$ cat src/rtl/seg_scan_mux_pkg.sv
// Shared constants for the multiplexed seven-segment scanner.
package seg_scan_mux_pkg;

  localparam int DEF_TICK_DIV    = 50000;
  localparam int DEF_BLINK_TICKS = 50;
  localparam int PWM_W           = 4;

  // Wide enough for any legal SEG_W / NUM_DIGITS; users slice the low bits.
  localparam logic [31:0] SEG_BLANK = '1;
  localparam logic [15:0] ANODE_OFF = '1;

endpackage

$ cat src/rtl/seg_scan_mux_if.sv
// Host-side bundle of the scanner: frame load inputs and the display drive outputs.
interface seg_scan_mux_if #(
  parameter int NUM_DIGITS = 4,
  parameter int SEG_W      = 8
);
  import seg_scan_mux_pkg::*;

  logic [NUM_DIGITS*SEG_W-1:0] digits;
  logic [NUM_DIGITS-1:0]       digit_en;
  logic [NUM_DIGITS-1:0]       blink_mask;
  logic                        load;
  logic [PWM_W-1:0]            brightness;
  logic [SEG_W-1:0]            seg_out;
  logic [NUM_DIGITS-1:0]       anodes;
  logic                        frame_start;

  modport master (
    output digits, digit_en, blink_mask, load, brightness,
    input  seg_out, anodes, frame_start
  );

  modport slave (
    input  digits, digit_en, blink_mask, load, brightness,
    output seg_out, anodes, frame_start
  );

endinterface

$ cat src/rtl/seg_scan_mux_tick_gen.sv
// Slot prescaler: counts 0..DIV-1 and flags the last count of each slot.
module tick_gen
  import seg_scan_mux_pkg::*;
#(
  parameter int DIV = DEF_TICK_DIV
) (
  input  logic clk,
  input  logic rst,
  output logic tick
);

  localparam int CW = $clog2(DIV);

  logic [CW-1:0] cnt;

  // NOTE: clocked state is always assigned with <= so every flop samples pre-edge values.
  always_ff @(posedge clk) begin
    if (!rst)
      cnt <= '0;
    else if (cnt == CW'(DIV - 1))
      cnt <= '0;
    else
      cnt <= cnt + 1'b1;
  end

  assign tick = (cnt == CW'(DIV - 1));

endmodule

$ cat src/rtl/seg_scan_mux.sv
// Time-multiplexed display driver with shadowed frame load, per-digit blink and PWM dimming.
module seg_scan_mux
  import seg_scan_mux_pkg::*;
#(
  parameter int NUM_DIGITS  = 4,
  parameter int SEG_W       = 8,
  parameter int TICK_DIV    = DEF_TICK_DIV,
  parameter int BLINK_TICKS = DEF_BLINK_TICKS
) (
  input logic           clk,
  input logic           rst,
  seg_scan_mux_if.slave bus
);

  localparam int IW = $clog2(NUM_DIGITS);
  localparam int BW = (BLINK_TICKS > 1) ? $clog2(BLINK_TICKS) : 1;

  typedef struct packed {
    logic [NUM_DIGITS*SEG_W-1:0] dig;
    logic [NUM_DIGITS-1:0]       en;
    logic [NUM_DIGITS-1:0]       blink;
  } frame_buf_t;

  logic             tick;
  logic [IW-1:0]    idx;
  logic [PWM_W-1:0] pwm_cnt;
  logic [BW-1:0]    blink_cnt;
  logic             blink_phase;
  logic             slot_first;
  logic             frame_wrap;
  logic             pending;
  frame_buf_t       pend_buf;
  frame_buf_t       act_buf;
  frame_buf_t       load_val;

  logic             visible;
  logic             pwm_on;
  logic [SEG_W-1:0] seg_d;
  logic [NUM_DIGITS-1:0] an_d;

  tick_gen #(.DIV(TICK_DIV)) u_tick_gen (
    .clk  (clk),
    .rst  (rst),
    .tick (tick)
  );

  assign frame_wrap = tick && (idx == IW'(NUM_DIGITS - 1));
  assign load_val   = '{dig: bus.digits, en: bus.digit_en, blink: bus.blink_mask};

  // slot_first marks the first cycle of a slot; reset leaves the prescaler at 0, hence 1.
  always_ff @(posedge clk) begin
    if (!rst) begin
      idx         <= '0;
      pwm_cnt     <= '0;
      blink_cnt   <= '0;
      blink_phase <= 1'b0;
      slot_first  <= 1'b1;
    end else begin
      pwm_cnt    <= pwm_cnt + 1'b1;
      slot_first <= tick;
      if (tick) begin
        idx <= frame_wrap ? '0 : idx + 1'b1;
        if (blink_cnt == BW'(BLINK_TICKS - 1)) begin
          blink_cnt   <= '0;
          blink_phase <= ~blink_phase;
        end else begin
          blink_cnt <= blink_cnt + 1'b1;
        end
      end
    end
  end

  // NOTE: the frame buffers are plain flops, so they are reset explicitly to a blank frame.
  // A load coinciding with the wrap lands in pend_buf and waits for the next frame.
  always_ff @(posedge clk) begin
    if (!rst) begin
      pend_buf <= '0;
      act_buf  <= '0;
      pending  <= 1'b0;
    end else begin
      if (frame_wrap && pending)
        act_buf <= pend_buf;
      if (bus.load) begin
        pend_buf <= load_val;
        pending  <= 1'b1;
      end else if (frame_wrap) begin
        pending <= 1'b0;
      end
    end
  end

  // NOTE: every output of this block gets a default first so no path can infer a latch.
  always_comb begin
    seg_d   = SEG_BLANK[SEG_W-1:0];
    an_d    = ANODE_OFF[NUM_DIGITS-1:0];
    pwm_on  = (pwm_cnt <= bus.brightness);
    visible = act_buf.en[idx] && !(act_buf.blink[idx] && blink_phase);
    if (visible) begin
      seg_d = act_buf.dig[int'(idx)*SEG_W +: SEG_W];
      if (pwm_on)
        an_d[idx] = 1'b0;
    end
  end

  always_ff @(posedge clk) begin
    if (!rst) begin
      bus.seg_out     <= SEG_BLANK[SEG_W-1:0];
      bus.anodes      <= ANODE_OFF[NUM_DIGITS-1:0];
      bus.frame_start <= 1'b0;
    end else begin
      bus.seg_out     <= seg_d;
      bus.anodes      <= an_d;
      bus.frame_start <= slot_first && (idx == '0);
    end
  end

endmodule

$ cat src/flat_wrapper.sv
// flat-port wrapper written by rule: the top's interface ports become plain ports
module seg_scan_mux_flat import seg_scan_mux_pkg::*;
#(
  parameter int NUM_DIGITS  = 4,
  parameter int SEG_W       = 8,
  parameter int TICK_DIV    = DEF_TICK_DIV,
  parameter int BLINK_TICKS = DEF_BLINK_TICKS
)
  (clk, rst, bus_digits, bus_digit_en, bus_blink_mask, bus_load, bus_brightness, bus_seg_out, bus_anodes, bus_frame_start);
  seg_scan_mux_if #(.NUM_DIGITS(NUM_DIGITS), .SEG_W(SEG_W)) bus_i ();
  input logic clk;
  input logic rst;
  input wire logic [$bits(bus_i.digits)-1:0] bus_digits;
  input wire logic [$bits(bus_i.digit_en)-1:0] bus_digit_en;
  input wire logic [$bits(bus_i.blink_mask)-1:0] bus_blink_mask;
  input wire logic [$bits(bus_i.load)-1:0] bus_load;
  input wire logic [$bits(bus_i.brightness)-1:0] bus_brightness;
  output wire logic [$bits(bus_i.seg_out)-1:0] bus_seg_out;
  output wire logic [$bits(bus_i.anodes)-1:0] bus_anodes;
  output wire logic [$bits(bus_i.frame_start)-1:0] bus_frame_start;
  assign bus_i.digits = bus_digits;
  assign bus_i.digit_en = bus_digit_en;
  assign bus_i.blink_mask = bus_blink_mask;
  assign bus_i.load = bus_load;
  assign bus_i.brightness = bus_brightness;
  assign bus_seg_out = bus_i.seg_out;
  assign bus_anodes = bus_i.anodes;
  assign bus_frame_start = bus_i.frame_start;
  seg_scan_mux #(.NUM_DIGITS(NUM_DIGITS), .SEG_W(SEG_W), .TICK_DIV(TICK_DIV), .BLINK_TICKS(BLINK_TICKS)) u_core (.clk(clk), .rst(rst), .bus(bus_i));
endmodule
$ cat config.mk
export PLATFORM = sky130hd
export DESIGN_NAME = seg_scan_mux_flat
export DESIGN_NICKNAME = d
export VERILOG_FILES = /design/src/rtl/seg_scan_mux_pkg.sv /design/src/rtl/seg_scan_mux_if.sv /design/src/rtl/seg_scan_mux_tick_gen.sv /design/src/rtl/seg_scan_mux.sv /design/src/flat_wrapper.sv
export SDC_FILE = /design/constraint.sdc
export NUM_CORES = 1
export LEC_CHECK = 0
export CAP_MARGIN = 5
export CORE_ASPECT_RATIO = 0.75
export CORE_MARGIN = 4
export CORE_UTILIZATION = 43
export CTS_CLUSTER_DIAMETER = 120
export DETAILED_ROUTE_END_ITERATION = 8
export GPL_ROUTABILITY_DRIVEN = 0
export PLACE_DENSITY = 0.63
export SKIP_LAST_GASP = 1
export SYNTH_ARGS = -nofsm -noshare
export SYNTH_HDL_FRONTEND = slang
export SYNTH_SLANG_ARGS = --single-unit
$ cat constraint.sdc
create_clock -name clk -period 3.7 [get_ports clk]
set_input_delay 0.37 -clock clk [delete_from_list [all_inputs] [get_ports clk]]
set_output_delay 0.37 -clock clk [all_outputs]
set_load 0.02 [all_outputs]
* After elaboration in Yosys (flattened, before gate mapping)
Index checks and enable logic that the tools add are counted.
** Cells by class
- Bitwise logic cells :: 3
- Reductions and logical operators :: 13
- Magnitude comparators :: 3
- Multiplexer cells :: 10
- Shifts and indexed selects :: 1
- Add/subtract/negate cells :: 4
- Equality and inequality tests :: 3
** Operators with widths (number)
- 32-bit by 6-bit indexed part select with 8-bit output :: 1
- 16-bit by 1-bit adder with 16-bit output (second input constant) :: 1
- 16-bit equality test (second input constant) :: 1
- 6-bit by 1-bit adder with 6-bit output (second input constant) :: 1
- 6-bit equality test (second input constant) :: 1
- 1-bit logical AND :: 6
- 6-bit two-way mux :: 1
- 1-bit two-way mux :: 5
- 4-bit by 1-bit adder with 4-bit output (second input constant) :: 1
- 1-bit binary-select mux with 2-bit select :: 2
- 4-bit less-or-equal comparator :: 1
- 4-bit inverter :: 1
- 2-bit AND reduction :: 2
- 2-bit by 3-bit less-than comparator with 1-bit output (second input constant) :: 1
- 3-bit AND reduction :: 1
- 2-bit by 1-bit adder with 2-bit output (second input constant) :: 1
- 1-bit demux with 2-bit select :: 1
- 2-bit equality test (second input constant) :: 1
- 2-bit by 1-bit >= comparator with 1-bit output (second input constant) :: 1
- 2-bit zero test :: 1
- 2-bit two-way mux :: 1
- 1-bit inverter :: 2
- 2-bit nonzero test :: 1
- 2-bit OR reduction :: 1
- 1-bit zero test :: 1
** Storage, ports and cells
- Bits in registers :: 124
- Output and inout bits :: 13
- Input port bits :: 47

* Logic depth before layout (Yosys ltp)
- Word-level depth :: 6
- Mapped depth :: 6
- Mapped depth without buffers :: 6

* By module
From an unflattened synthesis, not the netlist that was laid out.
** Unflattened totals
- Cells, all modules :: 510
- Area total of the unflattened synthesis :: 4953.5 um^2
** By module, submodules not included
- seg_scan_mux :: area each 4164.0 um^2, instances 1, seq. area each 2162.1 um^2, cells an instance 431
- tick_gen :: area each 789.5 um^2, instances 1, seq. area each 320.3 um^2, cells an instance 79

* Worst setup path after synthesis
Ideal clock, no wire load.
- Path type :: register to register
- Start :: reg u_core.idx[0]
- End :: reg u_core.bus.seg_out[0]
- Period minus slack after synthesis :: 1.662 ns
- Path slack :: 2.038 ns
- Cell stages (with the launch flop) :: 5
- Setup time :: 0.127 ns
- Arrival :: 1.535 ns
- Buffers on the path :: 1
- Path through :: dfxtp_1 mux4_2 and2_0 clkbuf_2 or3_1
** Between the ends
- Cells in the longest elaborated chain, start to end :: 6
- Elaborated cells between the ends (all ways) :: 9
- Those cells by class :: shift: 1; mux: 4; reduce/logical: 4
** Ends and longest elaborated chain
- from (decl) :: line seg_scan_mux.sv:25 : logic [IW-1:0] idx;
- from (signal assigned) :: line seg_scan_mux.sv:62 : idx <= frame_wrap ? '0 : idx + 1'b1;
- 1-bit binary-select mux with 2-bit select :: line seg_scan_mux.sv:97 : visible = act_buf.en[idx] && !(act_buf.blink[idx] && blink_phase);
- 1-bit two-way mux (implied by the code) :: line seg_scan_mux.sv:97
- 1-bit logical AND :: line seg_scan_mux.sv:97
- 1-bit zero test :: line seg_scan_mux.sv:97
- 1-bit logical AND :: line seg_scan_mux.sv:97
- 2-bit AND reduction (no line)
- to (signal assigned) :: line seg_scan_mux.sv:107 : bus.seg_out <= SEG_BLANK[SEG_W-1:0];
- to (signal assigned) :: line seg_scan_mux.sv:111 : bus.seg_out <= seg_d;
- to (decl) :: line seg_scan_mux_if.sv:24 : output seg_out, anodes, frame_start
Parallel ways exist; a longest one is shown, timed or not. The select of a mux whose other input is x is not followed.
A chain may end at the register's enable or synchronous reset.

* Worst setup path in the final report
- Start :: reg u_core.u_tick_gen.cnt[0]
- End :: reg u_core.act_buf[3] in the netlist's numbering
** Between the ends
- Cells in the longest elaborated chain, start to end :: 3
** Ends and longest elaborated chain
- from (decl) :: line seg_scan_mux_tick_gen.sv:14 : logic [CW-1:0] cnt;
- from (signal assigned) :: line seg_scan_mux_tick_gen.sv:23 : cnt <= cnt + 1'b1;
- 16-bit equality test :: line seg_scan_mux_tick_gen.sv:26 : assign tick = (cnt == CW'(DIV - 1));
- 1-bit logical AND :: line seg_scan_mux.sv:47 : assign frame_wrap = tick && (idx == IW'(NUM_DIGITS - 1));
- 1-bit logical AND :: line seg_scan_mux.sv:81 : if (frame_wrap && pending)
- to (signal assigned) :: line seg_scan_mux.sv:82 : act_buf <= pend_buf;
- to (decl) :: line seg_scan_mux.sv:33 : frame_buf_t act_buf;
No other way between the ends.

==> metrics <==
status=finished, final reports clean; sequential-to-total area share from yosys stat=47.4%; DP HPWL=6.93 mm; Power, Total=3.23 mW; Combinational Power Share=5.0%; Row Count=34; CTS H-tree lvls=4; die width=135 um; Crit Path Category=register to register; hold path start=u_core.act_buf[12]$_SDFFE_PN0P_; flop and latch count out of synthesis=124; hold path depth=2; Post-Syn Area=5240 um2; drt total wl=10.4 mm; crit start category=register; Pre-Repair DR Iteration Count=4; Post-CTS Resized=0; die area=14000 um2; global-route wire length before repair=17.3 mm; Max transition margin=30.5%; Clock Sinks=124; # diodes=0; design area=6480 um2; switch share=19.9%; Synth Instances=514; worst r2r src=u_core.u_tick_gen.cnt[0]$_SDFF_PP0_; Setup WS post-layout=1420 ps; net count after synthesis=573; CTS max path bufs=2; Peak VDD IR=0.000291 V; Distinct cells, synth=43; max-slew violations=0; Layout area overhead=23.8%; Period minus WS final=2280 ps; DP Area=5880 um2; number of I/O port buffers=59; crit-path max FO=40; Hold Fails Final Rpt=0; final worst path period share=61.6%; RSZ-0062 raised after global routing=false; 1st-iter DRT viols=195; Critical Path AT=2600 ps; layout cells sized above 1=8.13%; clock latency on the worst-skew pair=400 ps; All-Layer GR Usage=15.5%; Clock transition at path regs=50 ps; final setup vio count=0; routed length per instance=14.0 um; core area=11700 um2; Die Ht=104 um; CTS tree=yes; worst hold slack=457 ps; Place WS=1460 ps; DRC viols=0; initial antenna violation count=0; sw power=645 uW; clock share of power=51.9%; Routed Antenna Nets=0; largest net degree at the start of global routing=86; post-CTS setup buffers=0; critical path endpoint category=register; vias in the first global route=3445; grt total ovfl=0; reg2reg path depth=6; Hold-fix buffers, CTS=0; initial core utilization=44.6%; clock skew=6.43 ps; reg2reg end=u_core.act_buf[3]$_SDFFE_PN0P_; detailed-route via count=3561; max_cap viols=0; Hold WC Path Type=register to register; Max Fclk=0.438 GHz; CTS Buf Count=17; total negative slack=0 ps; internal power=2.59 mW; Req. time, crit path=4020 ps; Ys Warns=0; reg2reg setup slack=1420 ps; Ports=60; Via density=4.81; Hold EP=u_core.act_buf[12]$_SDFFE_PN0P_; PwrDens=499 nW/um2; leakage=2.41 nW; nets@finish=624; Flop pwr share=43.0%; Worst Max-Slew Pin Slew=1040 ps; clk root buf=clkbuf_16; Avg Cell Area, Syn=10.2 um2
layout make-up:
cell class              count  area [um2]
clock inverters             7         110
repair buffers             62         606
flip-flops and latches    124        2480
well taps                 162         203
clock buffers              25         495
fillers                  1056        5260
inverters                  12        45.0
multi-input cells         348        2540
logic make-up after synthesis:
family                   Yosys count  synth area share (%)
multiplexers                      92                  20.1
buffers and inverters             42                  4.04
AO/OA/AOI/OAI                     19                  2.48
XOR/XNOR                          16                  2.68
adder cells (fa/ha/maj)           12                  2.87
AND/OR/NAND/NOR                  209                  20.4
flip-flops                       124                  47.4
power by group through the flow:
stage                     Sequential (mW)  Combinational [mW]  Clock (mW)
after global placement               1.42               0.161           0
after detailed placement             1.42               0.165           0
final                                1.39               0.163        1.68
after CTS                            1.39               0.166        1.71
after floorplan                      1.41              0.0971           0
after global routing                 1.39               0.183        1.78
worst max-delay path, stage by stage (launching register included):
cell and delay [ps]:
dfxtp_1 370, ha_1 210, and3_1 290, nand4_4 300, nor2_4 180, buf_4 550, mux2i_1 260
cell usage in the layout, fill, tap and decap left out, types with 5 or more instances in the layout:
cell type	Yosys	layout
nand3_1	10	10
ha_1	12	12
o211ai_1	6	6
nor2b_1	42	42
inv_1	12	12
nor2_1	21	21
mux2i_1	82	82
xnor2_1	12	12
or3_1	9	9
clkdlybuf4s50_1	0	57
nor4_1	5	5
clkbuf_16	0	17
nand2_1	93	93
dfxtp_1	124	124
mux4_2	8	8
metrics by stage:
| step | cells | util (%) |
|---|---|---|
| floorplan | 514 | - |
| global placement | 708 | 50.1 |
| global route | 740 | 55.2 |
| CTS | 740 | 55.2 |
| detailed placement | 708 | 50.1 |
| finish | 740 | 55.2 |
worst max-delay path by stage:
stage	from	end	cells past startpoint	slack [ps]
3_3_place_gp	u_core.idx[0]$_SDFFE_PN0P_	u_core.act_buf[26]$_SDFFE_PN0P_	5	1510
4_1_cts	u_core.idx[0]$_SDFFE_PN0P_	u_core.act_buf[32]$_SDFFE_PN0P_	5	1440
3_5_place_dp	u_core.idx[0]$_SDFFE_PN0P_	u_core.act_buf[31]$_SDFFE_PN0P_	5	1460
6_report	u_core.u_tick_gen.cnt[0]$_SDFF_PP0_	u_core.act_buf[3]$_SDFFE_PN0P_	6	1420
2_1_floorplan	u_core.idx[0]$_SDFFE_PN0P_	u_core.bus.seg_out[0]$_SDFF_PN1_	4	2040
5_1_grt	u_core.idx[0]$_SDFFE_PN0P_	u_core.act_buf[27]$_SDFFE_PN0P_	5	1220
synthesized netlist by cell type:
| library cell | count | area share, % |
|---|---|---|
| buf_8 | 4 | 1.1 |
| buf_2 | 6 | 0.57 |
| and4b_1 | 1 | 0.19 |
| clkbuf_1 | 18 | 1.3 |
| o211ai_1 | 6 | 0.86 |
| nand3_1 | 10 | 0.96 |
| ha_1 | 12 | 2.9 |
| nor3b_1 | 1 | 0.14 |
| and2_0 | 1 | 0.12 |
| xor2_1 | 4 | 0.67 |
| mux2i_1 | 82 | 16 |
| nand2b_1 | 2 | 0.24 |
| o21ai_0 | 1 | 0.095 |
| or3b_1 | 2 | 0.33 |
| o21a_1 | 1 | 0.14 |
| clkbuf_2 | 1 | 0.095 |
| dfxtp_1 | 124 | 47 |
| o22ai_1 | 1 | 0.12 |
| nor3_1 | 3 | 0.29 |
| o2bb2ai_1 | 1 | 0.17 |
| a21boi_1 | 2 | 0.29 |
| a21boi_0 | 1 | 0.14 |
| xnor2_1 | 12 | 2.0 |
| and4bb_2 | 2 | 0.48 |
| and3_1 | 4 | 0.48 |
| nand2_1 | 93 | 6.7 |
| nand4_4 | 1 | 0.41 |
| nor4_1 | 5 | 0.60 |
| nor2_1 | 21 | 1.5 |
| nor2b_1 | 42 | 5.0 |
| o31ai_1 | 2 | 0.29 |
| inv_1 | 12 | 0.86 |
| nor2_4 | 1 | 0.21 |
| mux4_1 | 2 | 1.0 |
| mux4_2 | 8 | 3.4 |
| and2_1 | 4 | 0.48 |
| buf_1 | 1 | 0.072 |
| nand3b_1 | 1 | 0.14 |
| a21oi_1 | 4 | 0.38 |
| or3b_2 | 1 | 0.17 |
| or3_1 | 9 | 1.1 |
| nor4b_4 | 1 | 0.45 |
| nand4_1 | 4 | 0.48 |
state kept, by name, summed over array words and instances, names as in the netlist:
register                count
u_core.bus.frame_start      1
u_core.idx                  2
u_core.pend_buf            40
u_core.bus.anodes           4
u_core.pwm_cnt              4
u_core.blink_cnt            6
u_core.u_tick_gen.cnt      16
u_core.act_buf             40
u_core.slot_first           1
u_core.blink_phase          1
u_core.pending              1
u_core.bus.seg_out          8
layer usage:
layer  vias to the layer above  wire [um]  track usage [%]
met5                         -          0                0
met3                         6        533             4.46
li1                       1852          -                -
met4                         0         95             5.83
met2                        65       4060             20.4
met1                      1638       5670             23.6
Note: power is estimated with default switching activity, not from simulation.
